`config.mk`:
```
export PLATFORM = sky130hd
export DESIGN_NAME = reward_scheduler
export DESIGN_NICKNAME = d
export VERILOG_FILES = /design/src/rtl/reward_pkg.sv /design/src/rtl/reward_lfsr.sv /design/src/rtl/reward_scheduler.sv
export SDC_FILE = /design/constraint.sdc
export NUM_CORES = 1
export LEC_CHECK = 0
export ABC_AREA = 1
export BUFFER_PORTS_ARGS = -buffer_cell sky130_fd_sc_hd__buf_2
export CAP_MARGIN = 25
export CORE_MARGIN = 4
export CORE_UTILIZATION = 24
export CTS_BUF_LIST = sky130_fd_sc_hd__clkbuf_16
export DETAILED_ROUTE_END_ITERATION = 8
export GPL_TIMING_DRIVEN = 1
export HOLD_SLACK_MARGIN = 0.15
export PLACE_DENSITY = 0.36
export REMOVE_ABC_BUFFERS = 1
export SYNTH_ARGS = -nofsm -noshare
export SYNTH_HDL_FRONTEND = slang
export SYNTH_HIERARCHICAL = 1
export SYNTH_SLANG_ARGS = --single-unit
```
`constraint.sdc`:
```
create_clock -name clk -period 2.4 [get_ports clk]
set_input_delay 0.24 -clock clk [delete_from_list [all_inputs] [get_ports clk]]
set_output_delay 0.24 -clock clk [all_outputs]
set_load 0.02 [all_outputs]
```
`src/rtl/reward_pkg.sv`:
```
// Shared reward type codes, scheduler state encoding and the LFSR-to-grid-cell helper
// used by reward_scheduler, reward_display and the game logic.
package reward_pkg;

  localparam logic [2:0] REW_PROTECT = 3'd1;
  localparam logic [2:0] REW_FASTER  = 3'd2;
  localparam logic [2:0] REW_FROZEN  = 3'd3;
  localparam logic [2:0] REW_LASER   = 3'd4;

  typedef enum logic [2:0] {
    IDLE   = 3'd0,
    WAIT   = 3'd1,
    SPAWN  = 3'd2,
    SHOW   = 3'd3,
    EFFECT = 3'd4
  } sched_state_e;

  typedef struct packed {
    logic [4:0] x;
    logic [4:0] y;
    logic [2:0] kind;
  } reward_cell_t;

  function automatic logic [4:0] fold_grid(input logic [4:0] v, input logic [4:0] grid_max);
    logic [4:0] r;
    if (v > grid_max) begin
      r = v - (grid_max + 5'd1);
    end else begin
      r = v;
    end
    return r;
  endfunction

  // A 5-bit field exceeds grid_max by at most 16, so one subtraction lands it on the grid.
  function automatic reward_cell_t derive_cell(input logic [15:0] raw, input logic [4:0] grid_max);
    reward_cell_t c;
    c.kind = {1'b0, raw[1:0]} + 3'd1;
    c.x    = fold_grid(raw[6:2], grid_max);
    c.y    = fold_grid(raw[11:7], grid_max);
    return c;
  endfunction

endpackage

```
`src/rtl/reward_lfsr.sv`:
```
// Free-running 16-bit Fibonacci LFSR (taps 16,14,13,11); a nonzero seed keeps it
// off the all-zero lock-up state forever.
module reward_lfsr #(
  parameter logic [15:0] SEED = 16'hACE1
) (
  input  logic        clk,
  input  logic        rst_n,
  output logic [15:0] value
);

  logic feedback_s;

  assign feedback_s = value[15] ^ value[13] ^ value[12] ^ value[10];

  // shift register, advancing on every clock
  always_ff @(posedge clk or negedge rst_n) begin
    if (!rst_n) begin
      value <= SEED;
    end else begin
      value <= {value[14:0], feedback_s};
    end
  end

endmodule

```
`src/rtl/reward_scheduler.sv`:
```
// Spawns one pseudo-random reward after a delay, shows it until pickup or expiry, and
// times the power-up effect that a pickup grants.
module reward_scheduler
  import reward_pkg::*;
#(
  parameter int unsigned SPAWN_DELAY = 8,
  parameter int unsigned SHOW_TIME   = 10,
  parameter int unsigned EFFECT_TIME = 5,
  parameter int unsigned GRID_MAX    = 23,
  parameter logic [15:0] LFSR_SEED   = 16'hACE1
) (
  input  logic       clk,
  input  logic       rst_n,
  input  logic       tick,
  input  logic       game_en,
  input  logic [4:0] tank_xpos,
  input  logic [4:0] tank_ypos,
  output logic       set_require,
  output logic       enable_reward,
  output logic [4:0] random_xpos,
  output logic [4:0] random_ypos,
  output logic [2:0] reward_type,
  output logic       effect_valid,
  output logic [2:0] effect_type,
  output logic       effect_active
);

  localparam logic [7:0] SPAWN_LAST  = 8'(SPAWN_DELAY - 1);
  localparam logic [7:0] SHOW_LAST   = 8'(SHOW_TIME - 1);
  localparam logic [7:0] EFFECT_LAST = 8'(EFFECT_TIME - 1);
  localparam logic [4:0] GRID_LIMIT  = 5'(GRID_MAX);

  sched_state_e state_r;
  logic [7:0]   cnt_r;
  logic [15:0]  lfsr_s;
  reward_cell_t sample_s;
  logic         spawn_blocked_s;
  logic         pickup_s;

  reward_lfsr #(
    .SEED (LFSR_SEED)
  ) u_lfsr (
    .clk   (clk),
    .rst_n (rst_n),
    .value (lfsr_s)
  );

  assign sample_s        = derive_cell(lfsr_s, GRID_LIMIT);
  assign spawn_blocked_s = (sample_s.x == tank_xpos) && (sample_s.y == tank_ypos);
  assign pickup_s        = (random_xpos == tank_xpos) && (random_ypos == tank_ypos);

  // scheduler FSM with its tick counter and all registered outputs
  always_ff @(posedge clk or negedge rst_n) begin
    if (!rst_n) begin
      state_r       <= IDLE;
      cnt_r         <= 8'd0;
      set_require   <= 1'b0;
      enable_reward <= 1'b0;
      random_xpos   <= 5'd0;
      random_ypos   <= 5'd0;
      reward_type   <= 3'd0;
      effect_valid  <= 1'b0;
      effect_type   <= 3'd0;
      effect_active <= 1'b0;
    end else begin
      enable_reward <= game_en;
      effect_valid  <= 1'b0;
      if (!game_en) begin
        state_r       <= IDLE;
        cnt_r         <= 8'd0;
        set_require   <= 1'b0;
        effect_active <= 1'b0;
      end else begin
        case (state_r)
          IDLE: begin
            state_r <= WAIT;
            cnt_r   <= 8'd0;
          end
          WAIT: begin
            if (tick) begin
              if (cnt_r == SPAWN_LAST) begin
                state_r <= SPAWN;
                cnt_r   <= 8'd0;
              end else begin
                cnt_r <= cnt_r + 8'd1;
              end
            end
          end
          SPAWN: begin
            // never drop a reward under the tank; the LFSR offers a new cell next cycle
            if (!spawn_blocked_s) begin
              random_xpos <= sample_s.x;
              random_ypos <= sample_s.y;
              reward_type <= sample_s.kind;
              set_require <= 1'b1;
              cnt_r       <= 8'd0;
              state_r     <= SHOW;
            end
          end
          SHOW: begin
            if (pickup_s) begin
              set_require   <= 1'b0;
              effect_valid  <= 1'b1;
              effect_type   <= reward_type;
              effect_active <= 1'b1;
              cnt_r         <= 8'd0;
              state_r       <= EFFECT;
            end else if (tick) begin
              if (cnt_r == SHOW_LAST) begin
                set_require <= 1'b0;
                cnt_r       <= 8'd0;
                state_r     <= WAIT;
              end else begin
                cnt_r <= cnt_r + 8'd1;
              end
            end
          end
          EFFECT: begin
            if (tick) begin
              if (cnt_r == EFFECT_LAST) begin
                effect_active <= 1'b0;
                cnt_r         <= 8'd0;
                state_r       <= WAIT;
              end else begin
                cnt_r <= cnt_r + 8'd1;
              end
            end
          end
          default: begin
            state_r       <= IDLE;
            cnt_r         <= 8'd0;
            set_require   <= 1'b0;
            effect_active <= 1'b0;
          end
        endcase
      end
    end
  end

endmodule

```
==> flow_metrics.tcl, run 1 <==
set metrics [dict create \
    vdd_drop_max_mv 0.2630 \
    syn_area_um2 2576 \
    setup-violations-final 0 \
    syn_avg_cell_area_um2 7.713 \
    crit_path_start_kind "flop" \
    worst_slew_pin_slew_ps 637.4 \
    yosys_warnings 6 \
    finalMaxSlewViolations 0 \
    core_um2 10370 \
    crit_required_ps 2620 \
    intPower_mw 1.505 \
    overflow 0 \
    worst-path-max-fanout 13 \
    power.leakage_nw 1.572 \
    syn_to_final_growth_pct 18.31 \
    finClkSkew_ps 10.05 \
    clock_latency_ps 290 \
    final_cell_mix "107 x nand2_1, 56 x inv_1, 39 x dfrtp_1, 33 x buf_2, 28 x nor2_1" \
    routed_via_density 4.016 \
    status "completed" \
    hold_viol 0 \
    max_cap_violations 0 \
    die_area_um2 12460 \
    timing.rr.start "u_lfsr/value[10]" \
    die_height_um 111.6 \
    switching_share 0.3531 \
    synth_seq_cells 47 \
    wl_um 5943 \
    fin_ws_ps 320.3 \
    firstDrtPassIters 4 \
    pin_count 34 \
    detail-route-antenna-nets 0 \
    worstRegToRegCells 13 \
    cp-startpoint "u_lfsr/value[10]" \
    wl_per_cell_um 11.68 \
    diodes 0 \
    ys_types 27 \
    drtIter0Drc 84 \
    rrSetupSlack_ps 320 \
    synth_cells 334 \
    reg2reg_to "cnt_r[1]" \
    grt_usage 0.1025 \
    endpoint_kind "flop" \
    timing.setup.tns_ps 0 \
    worstSetupPathType "flop to flop" \
    rows 37 \
    power_frac_comb 0.275 \
    p_switching_mw 0.8215 \
    synth_ff_type "dfrtp_1" \
    dp_slack_ps 142.5 \
    synth_edf_count 0 \
    drc_errors 0 \
    io_buffers 33 \
    grt_pass1_wl_um 10450 \
    p_seq_frac 0.433 \
    clk_pin_slew_ps 70 \
    final_common_cell "nand2_1" \
    dpl.hpwl_um 4467 \
    max-clock-path-buffers 2 \
    cts_tree "done" \
    min_path_type "input port to flop" \
    fin_nets 392 \
    worstSetupEndpoint "cnt_r[1]" \
    timing.fmax_ghz 0.4808 \
    fillers 1160 \
    async_reset_ff_frac 1.000 \
    slew_headroom 0.5751 \
    clockPowerShare 0.293 \
    start_util 0.2484 \
    grt_pass1_vias 2149 \
    clkSinkCount 47 \
    vias 2044 \
    htree_levels 2 \
    clockRootBuffer "clkbuf_16" \
    powerDensity_nw_per_um2 763.4 \
    drive_gt1_frac 0.1850 \
    period_minus_slack_ps 2080 \
    finalCritPeriodShare 0.8665 \
    ys_seq_area_frac 0.4604 \
    antenna_found_initial 0 \
    cts_buffers 5 \
    rsz0062_at_grt "no" \
    grt_max_degree 48 \
    arrival_ps 2300 \
    gp_congestion 0.7345 \
    die_w_um 111.6 \
]
[sequential cells by signal (all words and copies together) (netlist names)]
register and flops:
effect_valid 1, random_xpos 5, cnt_r 8, effect_active 1, u_lfsr/value 16, reward_type 3, random_ypos 5, enable_reward 1
state_r 3, effect_type 3, set_require 1
[worst min path at each step]
stage / start / endpoint / cells past startpoint
floorplan: rst_n / cnt_r[0] / 0
global placement: u_lfsr/value[14] / u_lfsr/value[15] / 0
detailed placement: u_lfsr/value[14] / u_lfsr/value[15] / 0
CTS: game_en / enable_reward / 1
global route: game_en / enable_reward / 1
finish: game_en / enable_reward / 1
[cell usage after synthesis (4+ instances only)]
library cell	instances	share of area
dfrtp_1	39	0.38
nand3_1	21	0.041
nor2_2	4	0.0097
o21ai_0	5	0.0097
dfstp_2	8	0.082
xor2_1	4	0.014
o21ai_1	11	0.021
ha_1	6	0.029
xnor2_1	8	0.027
nand2_1	107	0.16
inv_1	55	0.080
a21oi_1	8	0.016
nand2_2	4	0.0097
nor2_1	28	0.041
[layer usage]
metal,global-route usage,wire (um),vias up
li1,-,-,1101
met1,0.1364,2934,921
met2,0.1669,2775,18
met3,0.02446,142,4
met4,0.02839,91,0
met5,0,0,-
[timing repair]
item | CTS | global route
endpoints found under the setup margin | 0 | 6
setup buffers | 0 | 0
resized for setup | 0 | 2
hold endpoints to repair | 39 | 0
hold buffers | 1 | 0
[logic make-up after synthesis]
family / Yosys count / share of synthesized area
flops: 47 / 0.4604
simple gates: 179 / 0.3045
fa+ha+maj: 6 / 0.02914
compound gates: 30 / 0.06848
xor+xnor: 12 / 0.04080
buf+inv: 60 / 0.09665
[area by class of cell]
class	instances	area, um^2	share of cell area
flip-flops and latches	47	1186	0.3892
well taps	136	170.2	0.05583
clock inverters	3	16.27	0.005337
repair buffers	36	190.2	0.06240
inverters	55	206.4	0.06773
clock buffers	5	125.1	0.04105
multi-input cells	227	1154	0.3785
[critical path, cell delays in order, from the launching register on]
cell and delay [ps]:
dfstp_2 580, inv_1 90, ha_1 220, nand2_1 100, o21ai_4 70, nand3_1 80, o21ai_1 80, nand2_1 80
nand2_2 70, nand3_2 120, nand3_4 180, nor2_4 200, nand2_1 70, nand2_1 50
[through the flow]
stage	hold slack [ps]	std cells	instance area [um^2]	total power, mW	utilization
final	217.1	509	3048	2.327	0.2939
after detailed placement	341.5	500	2884	1.668	0.2781
after CTS	210.9	509	3035	2.372	0.2927
after global routing	215.5	509	3048	2.500	0.2939
after floorplan	-55.59	329	2534	1.428	-
after global placement	340.0	500	2884	1.672	0.2781
[power groups by stage]
stage	Clock, mW	Sequential, mW	Combinational [mW]
finish	0.681	1.01	0.639
global route	0.741	1.03	0.730
CTS	0.713	1.01	0.648
detailed placement	0	1.02	0.644
global placement	0	1.03	0.647
floorplan	0	1.11	0.317
Power figures use the tool's default switching activity.
==> inputs of run 2 (changes only) <==
- CORE_ASPECT_RATIO: default -> 1.75
==> run 2 against run 1 <==
Worst hold slack lost 11 ps. Non-clock buffer count is the same. Highest routed layer unchanged. Power is essentially flat. Clock power shrank 2%. Critical path depth is the same. Count of clock-buffer cells in the layout is the same. Critical endpoint is now cnt_r[0]. First-iteration DRC count shrank 42%. Via count grew 1.8%. Sequential power is essentially flat.
==> flow_metrics.tcl, run 2 (synthesized netlist as in run 1, its figures left out) <==
set metrics [dict create \
    status "completed" \
    crit_chain "inv_1 -> ha_1 -> nand2_1 -> o21ai_4 -> nand3_1 -> o21ai_1 -> nand2_1 -> nand2_2 -> nand3_2 -> nand3_4 -> nor2_4 -> nand2_1 -> nand2_1" \
    setup-violations-final 0 \
    largest_reg_flops 16 \
    syn_to_final_growth_pct 17.58 \
    overflow 0 \
    core_um2 10360 \
    io_buffers 33 \
    max_cap_violations 0 \
    vdd_drop_max_mv 0.3046 \
    slowest_delay_ps 580 \
    gp_congestion 0.7596 \
    die_area_um2 12520 \
    clkSinkCount 47 \
    reg.largest.list "u_lfsr/value: 16 flops, cnt_r: 8 flops" \
    clock_latency_ps 290 \
    worst_slew_pin_slew_ps 594.5 \
    finClkSkew_ps 3.400 \
    post_cts_buffers 0 \
    drtIter0Drc 49 \
    grt_usage 0.1098 \
    drc_errors 0 \
    antenna_found_initial 0 \
    cts_tree "done" \
    crit_family "simple AND/OR/NAND/NOR gates" \
    cp_slowest_cell "dfstp_2" \
    detail-route-antenna-nets 0 \
    rows 49 \
    period_minus_slack_ps 2084 \
    hold_viol 0 \
    htree_levels 2 \
    firstDrtPassIters 4 \
    start_util 0.2486 \
    rsz0062_at_grt "no" \
    clk_pin_slew_ps 60 \
    path_buf_inv 1 \
    dp.cells 491 \
    fin_nets 392 \
    fillers 1109 \
    fin_ws_ps 316.0 \
    crit_required_ps 2620 \
    stdcell_count 499 \
    drive_gt1_frac 0.1828 \
    final_common_cell "nand2_1" \
    finalCritPeriodShare 0.8683 \
    final_cell_mix "107 x nand2_1, 55 x inv_1, 39 x dfrtp_1, 33 x buf_2, 28 x nor2_1" \
    timing.setup.tns_ps 0 \
    cts_buffers 5 \
    crit_path_start_kind "flop" \
    crit_top_cell "nand2_1" \
    endpoint_kind "flop" \
    dpl.hpwl_um 5112 \
    grt_pass1_wl_um 10550 \
    vias 2080 \
    wl_per_cell_um 12.93 \
    powerDensity_nw_per_um2 768.0 \
    power_mw 2.326 \
    finalMaxSlewViolations 0 \
    grt_pass1_vias 2100 \
    min_path_type "input port to flop" \
    max-clock-path-buffers 2 \
    worst-path-max-fanout 13 \
    die_w_um 86.32 \
    wl_um 6452 \
    slew_headroom 0.6006 \
    power.leakage_nw 1.567 \
    regMostFlops "u_lfsr/value" \
    register_area_um2 1186 \
    arrival_ps 2310 \
    worstSetupPathType "flop to flop" \
    dp_slack_ps 133.4 \
    grt_max_degree 26 \
    pin_count 34 \
    diodes 0 \
    die_height_um 145.1 \
    timing.fmax_ghz 0.4798 \
    routed_via_density 4.168 \
    clockRootBuffer "clkbuf_16" \
    multiInputGateArea_um2 1154 \
]
## run 2: cell count changes in the layout (fill, tap and decap cells not counted), sizes merged
cell	change
clkinv	+1
clkinvlp	-1
inv	-1
## run 2: final cells by class
class | count | area share
clock buffers | 5 | 0.04131
flip-flops and latches | 47 | 0.3916
repair buffers | 36 | 0.06278
inverters | 55 | 0.06815
clock inverters | 2 | 0.002891
multi-input cells | 227 | 0.3808
well taps | 127 | 0.05246
## run 2: per-stage QoR
step | utilization | hold WS (ps) | cell area (um^2)
final | 0.2924 | 206.0 | 3029
after global placement | 0.2773 | 153.7 | 2873
after global routing | 0.2924 | 210.3 | 3029
after detailed placement | 0.2773 | 155.4 | 2873
after CTS | 0.2911 | 195.7 | 3017
after floorplan | - | -55.59 | 2534
## run 2: final timing paths
kind / slack, ps / cells past startpoint / end / start
setup / recovery: 320 / 13 / cnt_r[0] / u_lfsr/value[10]
hold / removal: 210 / 1 / enable_reward / game_en
setup reg to reg: 320 / 13 / cnt_r[0] / u_lfsr/value[10]
hold reg to reg: 350 / 0 / u_lfsr/value[15] / u_lfsr/value[14]
max in group asynchronous: 1340 / 3 / u_lfsr/value[13] / rst_n
min in group asynchronous: 380 / 2 / cnt_r[5] / rst_n
## run 2: where the power goes
group | switching (mW) | internal, mW | total, mW
combinational | 0.428 | 0.223 | 0.651
clock | 0.292 | 0.375 | 0.667
sequential | 0.106 | 0.903 | 1.01
total | 0.825 | 1.50 | 2.33
## run 2: timing repair
item                       4_1_cts  5_1_grt
gates resized for setup          0        2
hold endpoints to repair        11        0
setup endpoints to repair        0        5
hold buffers                     1        0
## run 2: layer usage
layer,vias up,GRT usage,wire [um],part of all wire
met5,-,0,0,0
met4,0,0.04524,144,0.022
met3,9,0.01645,122,0.019
met2,27,0.2074,3600,0.56
met1,948,0.1166,2585,0.40
li1,1096,-,-,-
